==> src/rtl/rgb_pwm_driver.sv <==
// PWM driver for a common-cathode RGB LED: three 8-bit channels with optional linear fade.
// Displayed levels only change at PWM period boundaries so no pulse is ever cut short.
module rgb_pwm_driver #(
    parameter int PRESCALE     = 4,
    parameter int STEP_PERIODS = 1
) (
    input  logic        clk,
    input  logic        rst,
    input  logic [23:0] light,
    input  logic        load,
    input  logic        fade,
    output logic        led_r,
    output logic        led_g,
    output logic        led_b,
    output logic        busy,
    output logic        done
);

    localparam int PW = (PRESCALE > 1) ? $clog2(PRESCALE) : 1;
    localparam int SW = (STEP_PERIODS > 1) ? $clog2(STEP_PERIODS) : 1;
    localparam logic [PW-1:0] PRESC_MAX = PW'(PRESCALE - 1);
    localparam logic [SW-1:0] STEP_MAX  = SW'(STEP_PERIODS - 1);

    typedef enum logic {IDLE, FADING} state_t;

    state_t        state_reg, state_next;
    logic          done_reg, done_next;
    logic [PW-1:0] presc_reg;
    logic [7:0]    pwm_cnt_reg;
    logic [SW-1:0] per_cnt_reg;
    logic          tick, boundary, step_now;
    logic [2:0]    led_vec, ne_now, eq_next;

    assign tick     = (presc_reg == PRESC_MAX);
    assign boundary = tick && (pwm_cnt_reg == 8'hFF);
    assign step_now = (per_cnt_reg == STEP_MAX);

    always_ff @(posedge clk or negedge rst) begin
        if (!rst) begin
            presc_reg   <= '0;
            pwm_cnt_reg <= '0;
            per_cnt_reg <= '0;
        end else begin
            presc_reg <= tick ? '0 : presc_reg + PW'(1);
            if (tick)
                pwm_cnt_reg <= pwm_cnt_reg + 8'd1;
            // Period counter runs regardless of fade/load so the step cadence never restarts.
            if (boundary)
                per_cnt_reg <= step_now ? '0 : per_cnt_reg + SW'(1);
        end
    end

    // Channel 0 = blue, 1 = green, 2 = red, matching the {R,G,B} packing of light.
    for (genvar gi = 0; gi < 3; gi++) begin : g_ch
        logic [7:0] target_reg, target_next;
        logic [7:0] level_reg, level_next;
        logic       led_reg;

        assign target_next = load ? light[gi*8 +: 8] : target_reg;

        always_comb begin
            level_next = level_reg;
            if (boundary) begin
                if (!fade)
                    level_next = target_reg;
                else if (step_now) begin
                    if (level_reg < target_reg)
                        level_next = level_reg + 8'd1;
                    else if (level_reg > target_reg)
                        level_next = level_reg - 8'd1;
                end
            end
        end

        always_ff @(posedge clk or negedge rst) begin
            if (!rst) begin
                target_reg <= '0;
                level_reg  <= '0;
                led_reg    <= 1'b0;
            end else begin
                target_reg <= target_next;
                level_reg  <= level_next;
                led_reg    <= (pwm_cnt_reg < level_reg);
            end
        end

        assign led_vec[gi] = led_reg;
        assign ne_now[gi]  = (level_reg != target_reg);
        assign eq_next[gi] = (level_next == target_next);
    end

    always_comb begin
        state_next = state_reg;
        done_next  = 1'b0;
        case (state_reg)
            IDLE: begin
                if (|ne_now)
                    state_next = FADING;
            end
            FADING: begin
                // A coincident load is folded into eq_next, so it can veto completion.
                if (boundary && (&eq_next)) begin
                    state_next = IDLE;
                    done_next  = 1'b1;
                end
            end
            default: state_next = IDLE;
        endcase
    end

    always_ff @(posedge clk or negedge rst) begin
        if (!rst) begin
            state_reg <= IDLE;
            done_reg  <= 1'b0;
        end else begin
            state_reg <= state_next;
            done_reg  <= done_next;
        end
    end

    assign led_r = led_vec[2];
    assign led_g = led_vec[1];
    assign led_b = led_vec[0];
    assign busy  = (state_reg == FADING);
    assign done  = done_reg;

endmodule

==> config.mk <==
export PLATFORM = sky130hd
export DESIGN_NAME = rgb_pwm_driver
export DESIGN_NICKNAME = d
export VERILOG_FILES = /design/src/rtl/rgb_pwm_driver.sv
export SDC_FILE = /design/constraint.sdc
export NUM_CORES = 1
export LEC_CHECK = 0
export CELL_PAD_IN_SITES_DETAIL_PLACEMENT = 1
export CELL_PAD_IN_SITES_GLOBAL_PLACEMENT = 1
export CORE_ASPECT_RATIO = 1.1
export CORE_MARGIN = 1.5
export CORE_UTILIZATION = 50
export CTS_CLUSTER_DIAMETER = 80
export DETAILED_ROUTE_END_ITERATION = 6
export HOLD_SLACK_MARGIN = 0.15
export PLACE_DENSITY_LB_ADDON = 0.1
export SLEW_MARGIN = 30
export SYNTH_ARGS = -nofsm -noshare
export SYNTH_HDL_FRONTEND = slang
export SYNTH_SLANG_ARGS = --single-unit
export TNS_END_PERCENT = 50
==> constraint.sdc <==
create_clock -name clk -period 6.11 [get_ports clk]
set_input_delay 1.222 -clock clk [delete_from_list [all_inputs] [get_ports clk]]
set_output_delay 1.222 -clock clk [all_outputs]
set_load 0.1 [all_outputs]
==> results of run 1 <==
-- through the flow --
stage	cell area (um2)	hold slack (ns)	util	setup slack, ns	total power, mW
6_report	5860	0.440	0.584	2.23	1.06
3_5_place_dp	5660	0.427	0.564	1.98	0.664
5_1_grt	5860	0.466	0.584	2.22	1.10
3_3_place_gp	5660	0.414	0.564	2.11	0.655
4_1_cts	5860	0.440	0.584	2.36	1.06
2_1_floorplan	5230	0.403	-	2.91	0.583
-- cell type report --
type	count	area share
sequential	63	0.269
clock buffer	9	0.0211
inverter	58	0.0371
timing repair buffer	38	0.0606
clock inverter	7	0.0139
tap	140	0.0299
multi-input combinational	465	0.569
-- placed cells by master (no fill, tap or decap), types with 4 or more instances in the layout --
cell type        instances
o221ai_1                 4
mux2i_1                 23
a31oi_1                  8
clkdlybuf4s50_1         30
buf_4                    6
nor3_1                  14
a21boi_1                 5
or4_1                    4
nand2_1                 55
xor2_1                   6
or2_1                    4
o211ai_1                 8
o31ai_1                  4
mux2_2                   4
nor2b_1                  5
o21a_1                   4
dfrtp_1                 63
inv_1                   55
ha_1                    53
o32ai_1                  5
a21oi_1                 26
nand2b_1                 6
and3_1                   8
nor4_1                   6
clkbuf_8                 9
clkinv_4                 4
o21ai_0                 37
xnor2_1                 21
o21ai_1                  6
nor2_1                  26
a21o_1                   5
nand3_1                 17
nand4_1                 23
o22ai_1                 11
or3_1                    4
a211oi_1                 4
a22oi_1                  9
-- worst max path at each step --
stage | end | from | cells after the start | slack (ns)
4_1_cts | busy | fade | 12 | 2.36
3_3_place_gp | done | fade | 10 | 2.11
5_1_grt | busy | fade | 12 | 2.22
2_1_floorplan | done | g_ch[2].level_reg[1] | 11 | 2.91
3_5_place_dp | busy | fade | 12 | 1.98
6_report | busy | fade | 12 | 2.23
-- worst max-delay path: cells and delay by family --
| kind | cells | cell delay [ns] |
|---|---|---|
| buffers and inverters | 3 | 1.11 |
| AND/OR/NAND/NOR | 3 | 0.58 |
| AO/OA/AOI/OAI | 6 | 1.18 |
-- power by group through the flow --
stage                     combinational, mW  clock, mW  sequential (mW)
final                                 0.216      0.398            0.446
after global routing                  0.236      0.415            0.447
after CTS                             0.213      0.400            0.445
after detailed placement              0.211          0            0.453
after global placement                0.202          0            0.453
after floorplan                       0.135          0            0.449
-- logic make-up (layout without fill, tap and decap cells) --
logic type | count (synthesis) | in the layout | synth area share
AOI/OAI and AO/OA | 175 | 175 | 0.230
xor gates and xnor gates | 27 | 27 | 0.0452
adders and majority gates | 53 | 53 | 0.127
buffers and inverters | 85 | 112 | 0.0610
DFF | 63 | 63 | 0.302
muxes | 28 | 28 | 0.0555
and+or+nand+nor | 182 | 182 | 0.180
-- metal layers --
layer	global-route usage	vias to the layer above	routed length, um
met1	0.440	2530	7720
met5	0	-	0
met3	0.0511	57	1080
met4	0.162	0	761
li1	-	2323	-
met2	0.588	217	8710
==> out/results.txt, run 1 <==
Ant. Diodes = 0
Max VDD drop = 0.000133 V
chip width = 100 um
top-count cell post-synth = dfrtp_1
Seq pwr share = 0.421
CP required = 6.33 ns
worst skew pair latency = 0.36 ns
period utilization = 0.635
Cells after DPL = 764
CP endpoint kind = flip-flop
total congestion overflow = 0
area occupied by multi-input gates = 3330 um2
ys flop type = dfrtp_1
Clock Skew = 0.0137 ns
Max Cap Viol = 0
CTS Buffer Depth = 2
DRC errors left = 0
Clock transition at path regs = 0.09 ns
fill cell count = 1203
root buf cell = clkbuf_8
post-CTS resize count = 0
r2r startpoint = g_ch[1].level_reg[1]
Vias per Instance = 6.57
Setup Fix Bufs, Post-CTS = 0
area grow syn2layout = 12.2%
PD cells = 181 nW/um2
Worst setup SP type = input port
RSZ-0062 raised after global routing = false
Crit Path Max Fanout = 39
first-pass GRT wire length = 28.9 mm
Hold Path Class = flip-flop to flip-flop
internal power = 0.705 mW
setup_tns = 0 ns
Most common cell on crit path = buf_4
final setup fails = 0
TritonCTS Sinks = 63
status = finished, final reports clean
EDFF count, synth = 0
Worst slew margin = 0.353
NetSw = 0.354 mW
row count = 38
vias = 5127
critical path class = input port to flip-flop
final hold violation count = 0
FF/Latch Area = 1580 um2
register area share after synthesis = 0.302
Syn Std Cell Area = 5230 um2
worst reg2reg setup slack = 2.40 ns
FF-to-FF path depth = 11
Clock power frac = 0.375
routed wire length per instance = 23.4 um
initial DRC count = 269
top-area cell type share of the netlist area = 0.302
Synth area leader = dfrtp_1
Core Box Area = 10000 um2
die area = 11100 um2
Cells on Worst Hold Path = 1
Sw Share = 0.334
Peak Freq = 258 MHz
synth unique cells = 64
CTS Buf Count = 9
WL final = 18.3 mm
Post-Layout Cell Count = 780
Slowest Stage Delay on Critical Path = 0.48 ns
hold_buf cts = 0
antenna violations before repair = 0
Die H = 110 um
logic gate share of total power = 0.204
fraction of layout cells with a size suffix above 1 = 0.0656
Global Route Usage Sum = 0.348
hold worst-path end = presc_reg[0]
Slew Viols, Final = 0
Post-synth ARST share = 1.00
min-delay src = presc_reg[0]
number of routed nets with antenna violations = 0
Seq cells post-synth = 63
Total Nets Final = 716
Syn Nets = 694
CTS H-tree depth = 3
Initial Util = 0.521
synth top area cells = dfrtp_1 30%, ha_1 13%, mux2i_1 4.4%
worst r2r dst = busy
largest net degree at the start of global routing = 64
Crit-path slowest cell = clkdlybuf4s50_1
Synth Instances = 613
input/output buffers = 32
worst path cell trace = clkdlybuf4s50_1 > buf_4 > nor3_1 > buf_4 > a22o_1 > a22oi_1 > o21ai_0 > a41oi_1 > o211a_1 > nand4_1 > nor4_4 > a31oi_1
leakage = 2.56 nW
drt pass-1 iters = 4
vias in the first global route = 5234
transition time of the tightest slew-check pin = 0.968 ns
routability congestion estimate = 0.903
Worst EP arrival = 4.10 ns
Avg Cell Area, Syn = 8.53 um2
Final min period = 3.88 ns
Detailed Place HPWL = 13.3 mm
CTS tree = yes
io pins = 33
top cells by count, synth = 63 x dfrtp_1, 56 x nand2_1, 55 x inv_1
Syn. warnings = 0
(Power assumes the default switching activity.)
==> run 2, diff against run 1 <==
--- a/config.mk
+++ b/config.mk
@@ -9,7 +9,7 @@
 export CELL_PAD_IN_SITES_GLOBAL_PLACEMENT = 1
 export CORE_ASPECT_RATIO = 1.1
 export CORE_MARGIN = 1.5
-export CORE_UTILIZATION = 50
+export CORE_UTILIZATION = 42
 export CTS_CLUSTER_DIAMETER = 80
 export DETAILED_ROUTE_END_ITERATION = 6
 export HOLD_SLACK_MARGIN = 0.15
==> constraint.sdc (replaced) <==
create_clock -name clk -period 3.51 [get_ports clk]
set_input_delay 0.702 -clock clk [delete_from_list [all_inputs] [get_ports clk]]
set_output_delay 0.702 -clock clk [all_outputs]
set_load 0.1 [all_outputs]
==> out/results.txt, run 2 (same netlist as run 1, synthesis figures left out) <==
first-pass GRT wire length = 30.6 mm (+5.6%)
Slew Viols, Final = 0 (unchanged)
Vias per Instance = 6.14 (-6.6%)
Ant. Diodes = 0 (unchanged)
Detailed Place HPWL = 15.4 mm (+15%)
io pins = 33 (unchanged)
Core Box Area = 12100 um2 (+20%)
root buf cell = clkbuf_16
CTS H-tree depth = 3 (unchanged)
initial DRC count = 442 (+64%)
worst skew pair latency = 0.35 ns (about the same)
die area = 13100 um2 (+18%)
most frequent cells in the layout = 62 x dfrtp_1, 58 x buf_4, 56 x nand2_1
leakage = 2.88 nW (+12%)
Initial Util = 0.432 (-0.0886)
Clock power frac = 0.418 (+0.043)
Seq pwr share = 0.372 (-0.049)
CTS tree = yes
routed wire length per instance = 23.4 um (about the same)
most common library cell in the layout ignoring fill and taps = dfrtp_1
internal power = 1.44 mW (+100%)
chip width = 109 um (+8.8%)
Peak Freq = 296 MHz
row count = 42 (+11%)
fraction of layout cells with a size suffix above 1 = 0.159 (+0.0929)
Total Nets Final = 770 (+7.5%)
largest net degree at the start of global routing = 28 (-56%)
CP endpoint kind = flip-flop
total congestion overflow = 0 (unchanged)
Final Power = 2.08 mW (+96%)
fin area = 6470 um2 (+10%)
antenna violations before repair = 0 (unchanged)
WL final = 19.9 mm (+8.8%)
input/output buffers = 32 (unchanged)
fill cell count = 1435 (+19%)
Worst setup SP type = flip-flop
NetSw = 0.640 mW (+81%)
Global Route Usage Sum = 0.317 (-0.0306)
Area after DPL = 6110 um2 (+7.9%)
vias = 5206 (+1.5%)
Clock Skew = 0.00890 ns (-0.00475 ns)
number of routed nets with antenna violations = 0 (unchanged)
Hold Path Class = input port to async pin
PD cells = 321 nW/um2 (+78%)
logic gate share of total power = 0.209 (+0.005)
DRC errors left = 0 (unchanged)
CTS Buf Count = 9 (unchanged)
final setup fails = 0 (unchanged)
status = finished, final reports clean
area occupied by multi-input gates = 3410 um2 (+2.3%)
Clock transition at path regs = 0.06 ns (-0.03 ns)
Max Cap Viol = 0 (unchanged)
period utilization = 0.963
FF/Latch Area = 1580 um2 (about the same)
Sw Share = 0.308 (-0.0260)
final hold violation count = 0 (unchanged)
routability congestion estimate = 0.917 (+1.5%)
Final min period = 3.38 ns
Die H = 120 um (+8.9%)
Worst EP arrival = 3.67 ns (-0.43 ns)
Worst slew margin = 0.347 (-0.00544)
Crit Path Max Fanout = 11 (-72%)
critical path class = flip-flop to flip-flop
vias in the first global route = 5366 (+2.5%)
CP required = 3.80 ns (-2.53 ns)
area grow syn2layout = 23.8%
CTS Buffer Depth = 2 (unchanged)
transition time of the tightest slew-check pin = 0.976 ns (+0.00814 ns)
TritonCTS Sinks = 63 (unchanged)
Max VDD drop = 0.000246 V (+85%)
drt pass-1 iters = 5 (+1)
run 2: cell types whose count changed in the layout (fill, tap and decap cells not counted), moves of 2 or more:
cell | before | now
a21oi_1 | 26 | 22
a21oi_2 | 2 | 6
clkinv_2 | 0 | 4
buf_12 | 0 | 3
mux2i_1 | 23 | 21
clkbuf_16 | 0 | 9
clkbuf_8 | 9 | 2
mux2i_2 | 0 | 2
clkinv_4 | 4 | 0
buf_4 | 6 | 58
run 2: final cells by class:
class / instances / area share
Multi-Input combinational cell: 465 / 0.527
Inverter: 58 / 0.0337
Clock buffer: 12 / 0.0397
Sequential cell: 63 / 0.244
Tap cell: 154 / 0.0298
Clock inverter: 4 / 0.00309
Timing Repair Buffer: 92 / 0.123
run 2: worst paths after layout:
check	from	to	slack, ns	depth (start not counted)
max	g_ch[1].target_reg[4]	done	0.13	12
min	rst	led_b	0.26	1
max reg2reg	g_ch[1].target_reg[4]	done	0.13	12
min reg2reg	presc_reg[0]	presc_reg[0]	0.42	1
max in group asynchronous	rst	g_ch[2].target_reg[0]	2.53	2
min in group clk	presc_reg[0]	presc_reg[0]	0.42	1
run 2: what timing repair did:
item / 4_1_cts / 5_1_grt
endpoints found under the setup margin: 2 / 2
gates resized for setup: 1 / 18
pin swaps: 0 / 4
hold buffers: 0 / 0
setup buffers: 0 / 1
endpoints found under the hold margin: 0 / 0
run 2: critical path, cell delays in order (launching register included):
cell and delay [ns]:
dfrtp_1 0.40, inv_1 0.15, ha_1 0.32, nand4_1 0.18, or2_1 0.44, nor2_1 0.20
or4_1 0.13, nand3_1 0.10, xnor2_1 0.51, nand4_1 0.22, nor4_2 0.35, buf_4 0.16
and3_1 0.15
run 2: through the flow:
| step | std cells | worst slack [ns] | util | setup TNS, ns | hold WS, ns |
|---|---|---|---|---|---|
| finish | 848 | 0.130 | 0.535 | 0 | 0.258 |
| global route | 848 | -0.00529 | 0.535 | -0.00529 | 0.270 |
| CTS | 847 | 0.0284 | 0.528 | 0 | 0.261 |
| detailed placement | 831 | 0.0262 | 0.505 | 0 | 0.419 |
| global placement | 831 | 0.116 | 0.505 | 0 | 0.414 |
| floorplan | 613 | 0.310 | - | 0 | 0.403 |
run 2: metal layers:
metal | global-route usage | vias to the layer above | routed length [um]
met5 | 0 | - | 0
met3 | 0.0581 | 36 | 1100
met2 | 0.514 | 148 | 9580
met4 | 0.131 | 0 | 585
li1 | - | 2425 | -
met1 | 0.411 | 2597 | 8610
run 2: power groups by stage:
stage	clock, mW	sequential, mW	combinational [mW]
2_1_floorplan	0	0.781	0.234
3_3_place_gp	0	0.783	0.400
3_5_place_dp	0	0.785	0.409
4_1_cts	0.878	0.773	0.415
5_1_grt	0.909	0.776	0.468
6_report	0.869	0.773	0.434
==> run 3, diff against run 2 <==
--- a/config.mk
+++ b/config.mk
@@ -8,7 +8,7 @@
 export CELL_PAD_IN_SITES_DETAIL_PLACEMENT = 1
 export CELL_PAD_IN_SITES_GLOBAL_PLACEMENT = 1
 export CORE_ASPECT_RATIO = 1.1
-export CORE_MARGIN = 1.5
+export CORE_MARGIN = 3
 export CORE_UTILIZATION = 42
 export CTS_CLUSTER_DIAMETER = 80
 export DETAILED_ROUTE_END_ITERATION = 6
==> out/results.txt, run 3 (same netlist as run 1, synthesis figures left out) <==
drt pass-1 iters = 5 (unchanged)
Worst EP arrival = 3.62 ns (-0.05 ns)
Clock transition at path regs = 0.05 ns (about the same)
vias in the first global route = 5480 (+2.1%)
number of routed nets with antenna violations = 0 (unchanged)
Post-Layout Cell Count = 837 (-1.3%)
Peak Freq = 292 MHz (-1.1%)
leakage = 2.84 nW (-1.4%)
io pins = 33 (unchanged)
Core Box Area = 12100 um2 (unchanged)
hold_buf cts = 0 (unchanged)
Slowest Stage Delay on Critical Path = 0.46 ns (-0.05 ns)
routed wire length per instance = 23.3 um (-0.72%)
Ant. Diodes = 0 (unchanged)
Max VDD drop = 0.000209 V (-15%)
setup_tns = 0 ns (unchanged)
Clock Skew = 0.0104 ns (+0.00149 ns)
transition time of the tightest slew-check pin = 0.977 ns (+0.000856 ns)
Worst setup SP type = flip-flop
DRC errors left = 0 (unchanged)
Die H = 123 um (+2.5%)
Initial Util = 0.432 (unchanged)
final setup fails = 0 (unchanged)
row count = 42 (unchanged)
total congestion overflow = 0 (unchanged)
CP bufs+invs = 3 (+1)
chip width = 112 um (+2.7%)
routability congestion estimate = 0.886 (-3.3%)
CP required = 3.72 ns (-0.08 ns)
WL final = 19.5 mm (-2.0%)
Cells after DPL = 820 (-1.3%)
Vias per Instance = 6.22 (+1.3%)
first-pass GRT wire length = 30.6 mm (about the same)
CTS Buffer Depth = 2 (unchanged)
period utilization = 0.974 (+0.0112)
antenna violations before repair = 0 (unchanged)
area grow syn2layout = 22.7%
largest net degree at the start of global routing = 34 (+21%)
Total Nets Final = 762 (-1.0%)
Crit Path Max Fanout = 5 (-6)
Final min period = 3.42 ns (+0.0392 ns)
CP endpoint kind = flip-flop
Hold Path Class = flip-flop to flip-flop
Slew Viols, Final = 0 (unchanged)
CTS Buf Count = 9 (unchanged)
final setup margin = 0.0911 ns (-0.0392 ns)
Max Cap Viol = 0 (unchanged)
worst skew pair latency = 0.35 ns (about the same)
die area = 13800 um2 (+5.3%)
vias = 5204 (-0.038%)
Most common cell on crit path = buf_4
initial DRC count = 310 (-30%)
PD cells = 315 nW/um2 (-1.8%)
final hold violation count = 0 (unchanged)
TritonCTS Sinks = 63 (unchanged)
CTS H-tree depth = 3 (unchanged)
Crit-path slowest cell = nor4_1
worst path cell trace = inv_1 > ha_1 > nor2b_4 > o211ai_4 > a21oi_2 > buf_4 > nor4_1 > a2111oi_0 > a211oi_1 > xnor2_1 > o2111ai_1 > nor4b_1 > buf_4 > a31oi_1
Worst slew margin = 0.347 (-0.000573)
Detailed Place HPWL = 14.9 mm (-2.9%)
root buf cell = clkbuf_16
input/output buffers = 32 (unchanged)
Global Route Usage Sum = 0.289 (-0.0279)
Final Power = 2.02 mW (-2.6%)
CP top delay family = compound AO/OA/AOI/OAI gates
most frequent cells in the layout = 63 x dfrtp_1, 56 x nand2_1, 55 x inv_1
status = finished, final reports clean
CTS tree = yes
critical path class = flip-flop to flip-flop
most common library cell in the layout ignoring fill and taps = dfrtp_1
Post-Place Worst Slack = -0.0439 ns (-0.0701 ns)
fraction of layout cells with a size suffix above 1 = 0.149 (-0.00916)
==> run 3: cell types whose count changed in the layout (fill, tap and decap cells not counted), sizes merged <==
cell    previous run  this run
buf               63        55
clkinv             4         2
clkbuf            12        11
==> run 3: worst reg2reg max path, delay by kind of cell, from the launching register on <==
kind	cells	cell delay, ns
AOI/OAI and AO/OA	6	1.06
and+or+nand+nor	3	0.95
buffers and inverters	3	0.38
DFF	1	0.34
adders and majority gates	1	0.31
xor gates and xnor gates	1	0.25
==> run 3: cell type report <==
cell class	instances	area, um2
fillers	1429	5670
repair buffers	84	748
clock buffers	11	243
well taps	154	193
clock inverters	2	10.0
flip-flops and latches	63	1580
inverters	58	218
multi-input cells	465	3430
==> run 3: layer usage <==
metal	vias up	track usage	part of all wire
li1	2407	-	-
met1	2635	0.371	0.45
met2	134	0.492	0.49
met3	28	0.0426	0.039
met4	0	0.115	0.024
met5	-	0	0
==> run 3: worst paths after layout <==
path                                        from  slack [ns]                    end  cells past startpoint
max                        g_ch[2].target_reg[1]        0.09                   busy                     14
min                                 presc_reg[0]        0.43           presc_reg[0]                      1
max reg2reg                g_ch[2].target_reg[1]        0.09                   busy                     14
min reg2reg                         presc_reg[0]        0.43           presc_reg[0]                      1
max in group asynchronous                    rst        2.39  g_ch[2].target_reg[4]                      2
min in group asynchronous                    rst        0.44   g_ch[1].level_reg[3]                      1
==> run 3: power by group <==
part | internal [mW] | total [mW] | switching, mW
clock | 0.482 | 0.812 | 0.329
combinational | 0.175 | 0.436 | 0.262
sequential | 0.755 | 0.773 | 0.0186
==> run 3: through the flow <==
step,util,cell area [um2],hold slack (ns)
floorplan,-,5230,0.403
global placement,0.499,6040,0.415
detailed placement,0.499,6040,0.433
CTS,0.520,6290,0.439
global route,0.531,6410,0.457
finish,0.531,6410,0.433
==> run 3: repair_timing <==
action	CTS	global route
buffers inserted	0	4
gates cloned	0	0
pin swaps	0	3
resized for setup	1	22
endpoints found under the setup margin	2	2
